## src/rtl/hb_pkg.sv

```systemverilog
// hb_pkg: shared halfband width defaults and signed saturation helper
package hb_pkg;
   localparam int HB_N_CH = 2;
   localparam int HB_IN_W = 10;
   localparam int HB_COEF_W = 10;
   localparam int HB_OUT_W = 18;
   localparam int HB_DEPTH = 5;
   localparam int HB_MAX_W = 64;
   function automatic logic signed [HB_MAX_W-1:0] sat_s(input logic signed [HB_MAX_W-1:0] v, input int w);
      logic signed [HB_MAX_W-1:0] hi, lo;
      hi = $signed((HB_MAX_W'(1) << (w - 1)) - HB_MAX_W'(1));
      lo = ~hi;
      return v > hi ? hi : v < lo ? lo : v;
   endfunction
endpackage

```

## src/rtl/hb_sat_mul.sv

```systemverilog
// hb_sat_mul: full-precision signed multiply clamped to OUT_W with overflow flag
module hb_sat_mul import hb_pkg::*; #(
   parameter int IN_W = HB_IN_W,
   parameter int COEF_W = HB_COEF_W,
   parameter int OUT_W = HB_OUT_W
) (
   input  logic signed [IN_W-1:0]   a,
   input  logic signed [COEF_W-1:0] c,
   output logic signed [OUT_W-1:0]  p,
   output logic                     sat
);
   localparam int PW = IN_W + COEF_W;
   logic signed [PW-1:0] prod;
   logic signed [HB_MAX_W-1:0] wide, clip;
   assign prod = PW'(a) * PW'(c);
   assign wide = HB_MAX_W'(prod);
   assign clip = sat_s(wide, OUT_W);
   assign p = clip[OUT_W-1:0];
   assign sat = clip != wide;
endmodule

```

## src/rtl/hb_ctap_decim.sv

```systemverilog
// hb_ctap_decim: halfband center-tap branch, optional 2:1 decimation and delay line
module hb_ctap_decim import hb_pkg::*; #(
   parameter int N_CH = HB_N_CH,
   parameter int IN_W = HB_IN_W,
   parameter int COEF_W = HB_COEF_W,
   parameter int OUT_W = HB_OUT_W,
   parameter int DEPTH = HB_DEPTH,
   parameter int DECIM = 1
) (
   input  logic                   clk,
   input  logic                   rst,
   input  logic                   in_valid,
   input  logic [N_CH*IN_W-1:0]   in_data,
   input  logic [COEF_W-1:0]      coef,
   input  logic                   flush,
   output logic                   out_valid,
   output logic [N_CH*OUT_W-1:0]  out_data,
   output logic [N_CH-1:0]        sat
);
   localparam int FW = $clog2(DEPTH + 1);
   logic [N_CH*OUT_W-1:0] m_data;
   logic [N_CH-1:0] m_sat;
   logic [DEPTH-1:0][N_CH*OUT_W-1:0] d_data;
   logic [DEPTH-1:0][N_CH-1:0] d_sat;
   logic [FW-1:0] fill;
   logic phase, full, accept;
   assign full = fill == FW'(DEPTH);
   assign accept = in_valid && !flush && (DECIM == 0 || !phase);
   for (genvar i = 0; i < N_CH; i++) begin : g_ch
      hb_sat_mul #(.IN_W(IN_W), .COEF_W(COEF_W), .OUT_W(OUT_W)) u_mul (
         .a(in_data[i*IN_W +: IN_W]),
         .c(coef),
         .p(m_data[i*OUT_W +: OUT_W]),
         .sat(m_sat[i])
      );
   end
   // output taps the oldest stage before the shift, so only fully resident samples are flagged valid
   always_ff @(posedge clk or posedge rst)
      if (rst) begin
         phase <= 1'b0;
         fill <= '0;
         d_data <= '0;
         d_sat <= '0;
         out_valid <= 1'b0;
         out_data <= '0;
         sat <= '0;
      end else if (flush) begin
         phase <= 1'b0;
         fill <= '0;
         d_data <= '0;
         d_sat <= '0;
         out_valid <= 1'b0;
         out_data <= '0;
         sat <= '0;
      end else begin
         phase <= phase ^ in_valid;
         out_valid <= accept && full;
         if (accept) begin
            out_data <= d_data[DEPTH-1];
            sat <= d_sat[DEPTH-1];
            d_data[0] <= m_data;
            d_sat[0] <= m_sat;
            for (int k = 1; k < DEPTH; k++) begin
               d_data[k] <= d_data[k-1];
               d_sat[k] <= d_sat[k-1];
            end
            if (!full) fill <= fill + 1'b1;
         end
      end
endmodule

```

## config.mk

```make
export PLATFORM = sky130hd
export DESIGN_NAME = hb_ctap_decim
export DESIGN_NICKNAME = d
export VERILOG_FILES = /design/src/rtl/hb_pkg.sv /design/src/rtl/hb_sat_mul.sv /design/src/rtl/hb_ctap_decim.sv
export SDC_FILE = /design/constraint.sdc
export NUM_CORES = 1
export LEC_CHECK = 0
export CELL_PAD_IN_SITES_DETAIL_PLACEMENT = 1
export CELL_PAD_IN_SITES_GLOBAL_PLACEMENT = 2
export CORE_MARGIN = 1
export CORE_UTILIZATION = 39
export DETAILED_ROUTE_END_ITERATION = 12
export HOLD_SLACK_MARGIN = 0.15
export PLACE_DENSITY = 0.77
export REMOVE_ABC_BUFFERS = 1
export SETUP_SLACK_MARGIN = 0.02
export SLEW_MARGIN = 20
export SYNTH_ARGS = -nofsm -noshare
export SYNTH_HDL_FRONTEND = slang
export SYNTH_SLANG_ARGS = --single-unit
```

## constraint.sdc

```tcl
create_clock -name clk -period 9 [get_ports clk]
set_input_delay 0.9 -clock clk [delete_from_list [all_inputs] [get_ports clk]]
set_output_delay 0.9 -clock clk [all_outputs]
set_load 0.1 [all_outputs]
```

==> impl_metrics.csv, run 1 <==
group,metric,value,unit
synthesis,synth_edf_count,0,
finish,drive_above_1_share,3.57,%
synthesis,netlist_top_cells_area,"dfrtp_1 (33%), fa_1 (21%), nand2_1 (11%)",
pwr,p_leak,9.27,nW
route,routed_via_density,5.00,
finish,nNetsFinal,2292,
die,coreArea,0.0444,mm²
setup_path,crit_type,"in2reg",
synthesis,syn_area_per_cell,8.94,µm²
cts,postCtsSetupBuffers,0,
timing,rsz0062_at_grt,"false",
timing,fmax,135,MHz
timing,slew-limit-headroom,29.4,%
grt,grt_usage,17.9,%
setup_path,cp_max_fo,20,
route,drt_first_pass_iters,5,
timing,fin_crit,7.41,ns
cts,cts_buffers,23,
die,dieWidth,215,µm
cts,clk_path_buf_depth,3,
synthesis,synthArstFlopShare,100,%
cts,cts_sinks,233,
pwr,vdd_ir_drop_max,0.000235,V
cts,htreeDepth,1,
timing,post-route-period-util,82.4,%
pwr,power_density,349,mW/mm²
setup_path,cp_slowest_cell,"clkdlybuf4s50_1",
route,vias,12900,
grt,grt_first_pass_wirelength,69.5,mm
setup_path,slowest_delay,0.98,ns
route,ant_nets,0,
die,io_pins,73,
status,status,"completed",
timing,final-max-slew-violation-count,0,
cts,holdBufCountCts,0,
synthesis,synth_top_area_share,33.1,%
setup_path,path_delay_family,"adder cells",
synthesis,synth_common_cells,"nand2_1 (503), inv_1 (282), dfrtp_1 (233), a21oi_1 (217), fa_1 (182)",
die,fp-row-count,77,
setup_path,crit_buf_inv,6,
placement,dp_slack,1.03,ns
die,dieArea,0.0460,mm²
timing,hold_viol_final,0,
setup_path,arrival,7.81,ns
timing,worst_pin_slew,1.05,ns
synthesis,synth_flop_cell,"dfrtp_1",
route,wire_per_inst,15.5,µm
cts,insertion_delay,0.52,ns
finish,multiInputGateArea,0.0103,mm²
synthesis,yosys_warnings,0,
synthesis,synth.distinct_cells,75,
cts,post_cts_resized,0,
synthesis,ys_ff_latch,233,
synthesis,synth.yosys.seq_area_share,33.1,%
finish,syn2layout_area_growth,11.6,%
timing,setup_viol,0,
cts,cts.clk_slew.worst_paths,0.06,ns
setup_path,critPathMostFrequentCell,"fa_1",
placement,gp_congestion,0.815,
timing,clock-skew-final,0.00999,ns
cts,cts_tree,"done",
setup_path,start_kind,"input port",
die,die-height,215,µm
grt,first_global_vias,13900,
route,drt-initial-drc-count,638,
synthesis,syn_area,0.0176,mm²
flow_run,cap_violations,0,
synthesis,syn_inst,1972,
synthesis,yosysMostFrequentCell,"nand2_1",
die,start_util,39.7,%
route,finalWirelength,40.0,mm
setup_path,required,9.40,ns
hold_path,hold_class,"reg2reg",
setup_path,cp_cell_sequence,"clkdlybuf4s50_1 > nand2_1 > fa_1 > inv_1 > fa_1 > fa_1 > fa_1 > inv_1 > fa_1 > inv_1 > ha_1 > a21oi_1 > or3b_1 > or3_4 > a311oi_4 > o21ai_2 > xor2_2 > inv_1 > ha_1 > nor2_1 > buf_4 > a221o_1",
route,drc,0,
cts,cts_root_buf,"clkbuf_16",
grt,grt_max_degree,127,
finish,num_antenna_cells,0,
finish,seqCellArea,0.00583,mm²
grt,antenna_found_initial,0,
pwr,p_total,6.87,mW
grt,grt_overflow_total,0,
placement,hpwlAfterDp,29.2,mm
setup_path,endpoint_kind,"flop",
synthesis,yosysTopAreaCell,"dfrtp_1",
placement,port-buffer-count,72,
timing,layout_setup_ws,1.59,ns
finish,nFillCells,5102,
## kinds of logic after synthesis
kind of cell             synth area share [%]
adder cells (fa/ha/maj)                  27.9
AO/OA/AOI/OAI                            11.5
XOR/XNOR                                 2.07
AND/OR/NAND/NOR                          16.8
flip-flops                               33.1
multiplexers                            0.121
buffers and inverters                    8.49
## sequential cells by signal (all words and copies together), names as in the netlist
register,count
sat,2
d_sat,10
phase,1
fill,3
out_valid,1
out_data,36
d_data,180
## power by group
part	internal, mW	switching [mW]
registers	1.15	0.0454
logic	1.87	2.73
clock network	0.666	0.411
total	3.69	3.18
## cell type report
| class | count | area share (%) |
|---|---|---|
| clock buffers | 27 | 3.16 |
| clock inverters | 13 | 1.17 |
| inverters | 283 | 5.44 |
| multi-input cells | 1343 | 52.4 |
| flip-flops and latches | 233 | 29.7 |
| well taps | 592 | 3.77 |
| repair buffers | 90 | 4.36 |
## cells in the final DEF (no fill, tap or decap), types with 8 or more instances in the layout
master,synthesis,final
dfrtp_1,233,233
nand2_1,503,503
xnor2_1,32,32
o21ai_0,8,8
nor3_1,12,12
a21oi_1,217,217
buf_4,0,18
a221o_1,30,30
clkbuf_16,0,23
nand2b_1,9,8
ha_1,102,102
o21ai_1,8,8
clkdlybuf4s50_1,0,71
nor2_1,44,43
and2_1,79,79
a21o_1,10,10
inv_1,282,281
fa_1,182,182
## through the flow
step | hold WS (ns) | instance area [µm²] | TNS, ns | util [%] | instances
final | 0.510 | 19700 | 0 | 44.3 | 2581
after global routing | 0.532 | 19700 | 0 | 44.3 | 2581
after CTS | 0.509 | 19700 | 0 | 44.3 | 2581
after detailed placement | 0.493 | 18800 | 0 | 42.4 | 2541
after global placement | 0.489 | 18800 | 0 | 42.4 | 2541
after floorplan | 0.459 | 17200 | -56.90 | - | 1859
## path summary, 6_finish.rpt
kind / startpoint / to / slack [ns] / cells after the start
setup / recovery: coef[3] / d_data[10] / 1.59 / 22
min in group asynchronous: rst / out_data[2] / 0.98 / 2
setup reg to reg: phase / d_data[21] / 6.16 / 6
hold reg to reg: d_data[5] / d_data[5] / 0.51 / 1
hold / removal: d_data[5] / d_data[5] / 0.51 / 1
max in group asynchronous: rst / d_data[29] / 6.10 / 4
## metal layers
metal	wire length (µm)	vias to the layer above	global-route usage (%)
li1	-	6206	-
met1	19900	6530	25.6
met2	18600	144	29.9
met3	947	32	1.35
met4	569	0	3.86
met5	0	-	0
(Power assumes the default switching activity.)
==> run 2: changes to the inputs <==
clock period = 7.1 ns   (was 9 ns; I/O delays follow)
==> impl_metrics.csv, run 2 (synthesized netlist as in run 1, its figures left out) <==
group,metric,value,unit
status,status,"completed",
timing,fmax,148,MHz
placement,port-buffer-count,72,
grt,grt_usage,18.3,%
finish,nNetsFinal,2402,
die,fp-row-count,77,
finish,drive_above_1_share,8.53,%
route,drt_first_pass_iters,7,
die,start_util,39.7,%
cts,cts_sinks,233,
finish,nFillCells,5157,
timing,setup_viol,0,
grt,grt_util_met1,25.4,%
finish,regMostFlops,"d_data",
route,drt-initial-drc-count,637,
setup_path,slowest_delay,0.56,ns
grt,busiest_layer,"met2",
timing,fin_crit,6.75,ns
grt,met3_usage,1.30,%
grt,antenna_found_initial,0,
timing,post-route-period-util,95.0,%
setup_path,cp_max_fo,18,
grt,grt_max_degree,199,
cts,cts_tree,"done",
finish,largest_reg_flops,180,
setup_path,crit_type,"in2reg",
route,ant_nets,0,
flow_run,cap_violations,0,
setup_path,required,7.48,ns
timing,hold_viol_final,0,
setup_path,endpoint_kind,"flop",
cts,postCtsSetupBuffers,0,
setup_path,cp_slowest_cell,"clkdlybuf4s50_1",
route,drc,0,
finish,fin_util,46.1,%
route,vias,13200,
timing,final-max-slew-violation-count,0,
finish,multiInputGateArea,0.0103,mm²
setup_path,start_kind,"input port",
grt,grt_overflow_total,0,
route,finalWirelength,40.7,mm
finish,layout_common_cells,"nand2_1 (503), inv_1 (281), dfrtp_1 (233)",
cts,holdBufCountCts,0,
pwr,vdd_ir_drop_max,0.000395,V
grt,first_global_vias,14500,
cts,clk_path_buf_depth,3,
cts,htreeDepth,1,
timing,slew-limit-headroom,31.9,%
finish,num_antenna_cells,0,
timing,fin_setup_tns,0,ns
timing,clock-skew-final,0.00903,ns
grt,grt.met2_usage,31.5,%
pwr,power_density,470,mW/mm²
cts,insertion_delay,0.51,ns
finish,seqCellArea,0.00583,mm²
die,io_pins,73,
route,routed_via_density,4.92,
die,coreArea,0.0444,mm²
cts,cts.clk_slew.worst_paths,0.06,ns
timing,rsz0062_at_grt,"false",
finish,syn2layout_area_growth,16.1,%
cts,post_cts_resized,0,
setup_path,r2r_slack,4.35,ns
die,dieArea,0.0460,mm²
placement,gp_congestion,0.833,
route,wire_per_inst,15.1,µm
timing,worst_pin_slew,1.02,ns
cts,cts_root_buf,"clkbuf_16",
pwr,p_leak,9.81,nW
hold_path,hold_class,"reg2reg",
placement,hpwlAfterDp,30.5,mm
grt,grt_first_pass_wirelength,71.4,mm
finish,layout_commonest_cell,"nand2_1",
cts,cts_buffers,24,
finish,biggestRegsByFlops,"d_data x180, out_data x36, d_sat x10",
setup_path,arrival,7.13,ns
die,dieWidth,215,µm
die,die-height,215,µm
==> run 2: cell type report <==
| cell class | instances | area share (%) |
|---|---|---|
| Sequential cell | 233 | 28.5 |
| Tap cell | 592 | 3.62 |
| Inverter | 283 | 5.23 |
| Clock inverter | 5 | 0.281 |
| Multi-Input combinational cell | 1343 | 50.5 |
| Clock buffer | 35 | 3.49 |
| Timing Repair Buffer | 199 | 8.37 |
==> run 2: power by group <==
part	total [mW]	internal, mW	switching [mW]
Clock	1.24	0.731	0.509
Sequential	1.52	1.46	0.0573
Combinational	6.85	3.12	3.72
Total	9.61	5.32	4.29
==> run 2: per-layer routing <==
layer	up-vias	share of wire, %
met5	-	0
met3	37	2.4
met2	143	48
li1	6430	-
met1	6613	48
met4	0	1.3
==> run 2: worst max-delay path, delay by kind of cell <==
family          cells  cell delay (ns)
fa+ha+maj           7             3.18
simple gates        4             0.69
compound gates      6             1.28
buf+inv             8             1.23
==> run 2: path summary, 6_finish.rpt <==
check / startpoint / end / cells past startpoint
max: coef[1] / d_data[21] / 25
min: d_data[5] / d_data[5] / 1
max reg2reg: phase / d_data[0] / 6
min reg2reg: d_data[5] / d_data[5] / 1
max in group asynchronous: rst / d_data[21] / 3
min in group asynchronous: rst / out_data[2] / 2
==> run 2: stage by stage <==
stage | hold slack (ns) | area [µm²] | power (mW) | worst slack, ns | std cells
2_1_floorplan | 0.459 | 17200 | 5.95 | -3.36 | 1859
3_3_place_gp | 0.485 | 19700 | 8.14 | -0.273 | 2650
3_5_place_dp | 0.481 | 19700 | 8.38 | -0.401 | 2650
4_1_cts | 0.499 | 20400 | 9.67 | 0.146 | 2690
5_1_grt | 0.529 | 20500 | 10.6 | 0.0279 | 2690
6_report | 0.494 | 20500 | 9.61 | 0.353 | 2690
==> run 3: changes to the inputs <==
CORE_UTILIZATION = 42   (was 39)
PLACE_DENSITY = default   (was 0.77)
PLACE_DENSITY_LB_ADDON = 0.1   (was default)
SETUP_SLACK_MARGIN = default   (was 0.02)
clock period = 7.9 ns   (was 7.1 ns; I/O delays follow)
==> impl_metrics.csv, run 3 (synthesized netlist as in run 1, its figures left out) <==
group,metric,value,unit
status,status,"finished, violations left",
status,violations,"DRC",
route,wire_per_inst,15.9,µm
timing,fin_crit,7.45,ns
placement,placed_area,0.0189,mm²
placement,gp_congestion,0.813,
cts,cts_buffers,24,
die,dieArea,0.0428,mm²
flow_run,cap_violations,0,
finish,post-route-cell-area,0.0197,mm²
pwr,vdd_ir_drop_max,0.000295,V
route,routed_via_density,5.08,
timing,layout_setup_ws,0.454,ns
die,start_util,42.9,%
finish,biggestRegsByFlops,"d_data x180, out_data x36, d_sat x10",
setup_path,cp_max_fo,15,
grt,first_global_vias,13800,
timing,post-route-period-util,94.3,%
die,coreArea,0.0411,mm²
pwr,power_density,400,mW/mm²
route,vias,12900,
timing,slew-limit-headroom,31.7,%
hold_path,hold_class,"reg2reg",
finish,regMostFlops,"d_data",
setup_path,arrival,7.89,ns
finish,layout_common_cells,"nand2_1 (503), inv_1 (281), dfrtp_1 (233)",
timing,fin_setup_tns,0,ns
setup_path,endpoint_kind,"flop",
finish,syn2layout_area_growth,12.0,%
timing,clock-skew-final,0.0154,ns
timing,worst_pin_slew,1.02,ns
cts,postCtsSetupBuffers,0,
finish,fin_util,48.0,%
finish,layout_commonest_cell,"nand2_1",
cts,holdBufCountCts,0,
cts,post_cts_resized,0,
cts,cts_tree,"done",
pwr,p_leak,9.39,nW
grt,grt_first_pass_wirelength,68.8,mm
cts,clk_path_buf_depth,3,
setup_path,crit_type,"in2reg",
setup_path,start_kind,"input port",
finish,largest_reg_flops,180,
placement,hpwlAfterDp,29.6,mm
die,io_pins,73,
grt,grt_overflow_total,0,
timing,setup_viol,0,
finish,nNetsFinal,2311,
finish,num_antenna_cells,0,
cts,cts_sinks,233,
grt,grt_max_degree,199,
route,drc,3,
placement,dp_slack,-0.0909,ns
route,ant_nets,0,
timing,final-max-slew-violation-count,0,
timing,fmax,134,MHz
grt,grt_usage,19.6,%
placement,placed_cells,2499,
route,finalWirelength,40.4,mm
finish,finalNonFillerCells,2543,
route,drt-initial-drc-count,590,
grt,antenna_found_initial,0,
finish,drive_above_1_share,4.57,%
die,dieWidth,207,µm
cts,cts_root_buf,"clkbuf_16",
timing,whs,0.509,ns
cts,htreeDepth,1,
cts,cts.clk_slew.worst_paths,0.06,ns
route,drt_first_pass_iters,10,
pwr,p_total,7.89,mW
timing,hold_viol_final,0,
die,fp-row-count,74,
timing,rsz0062_at_grt,"false",
cts,insertion_delay,0.52,ns
setup_path,required,8.34,ns
placement,port-buffer-count,72,
die,die-height,207,µm
-- run 3: final cells by class --
| class | instances | area (µm²) |
|---|---|---|
| tap | 532 | 666 |
| sequential | 233 | 5830 |
| timing repair buffer | 108 | 1000 |
| clock inverter | 11 | 140 |
| multi-input combinational | 1343 | 10300 |
| clock buffer | 33 | 716 |
| fill | 4799 | 21400 |
| inverter | 283 | 1070 |
-- run 3: where the power goes --
part	total [mW]	internal (mW)	switching, mW
sequential	1.37	1.32	0.0524
combinational	5.32	2.22	3.10
clock	1.20	0.735	0.470
-- run 3: path summary, 6_finish.rpt --
kind / depth (start not counted) / start / end / slack (ns)
setup / recovery: 22 / in_data[9] / d_data[0] / 0.45
hold / removal: 1 / d_data[5] / d_data[5] / 0.51
setup reg to reg: 6 / phase / d_data[0] / 4.90
hold reg to reg: 1 / d_data[5] / d_data[5] / 0.51
max in group asynchronous: 3 / rst / d_data[83] / 5.66
min in group asynchronous: 2 / rst / out_data[0] / 0.80
-- run 3: layer usage --
layer,wire length [µm],vias to the layer above,GRT usage [%]
met3,744,44,1.15
li1,-,6257,-
met1,19600,6470,27.5
met2,19400,144,33.3
met4,661,0,4.69
met5,0,-,0
-- run 3: critical path: stages --
cell and delay, ns:
clkdlybuf4s50_1 0.64, nand2_1 0.18, fa_1 0.63, inv_1 0.14, fa_1 0.48, fa_1 0.50
fa_1 0.49, inv_1 0.05, fa_1 0.47, inv_1 0.04, ha_1 0.29, a21oi_1 0.22
or3b_1 0.39, or3_4 0.36, a311oi_4 0.27, o21ai_2 0.12, xor2_2 0.26, inv_1 0.08
ha_1 0.34, nor2_1 0.80, a32oi_1 0.22, nand2b_1 0.11
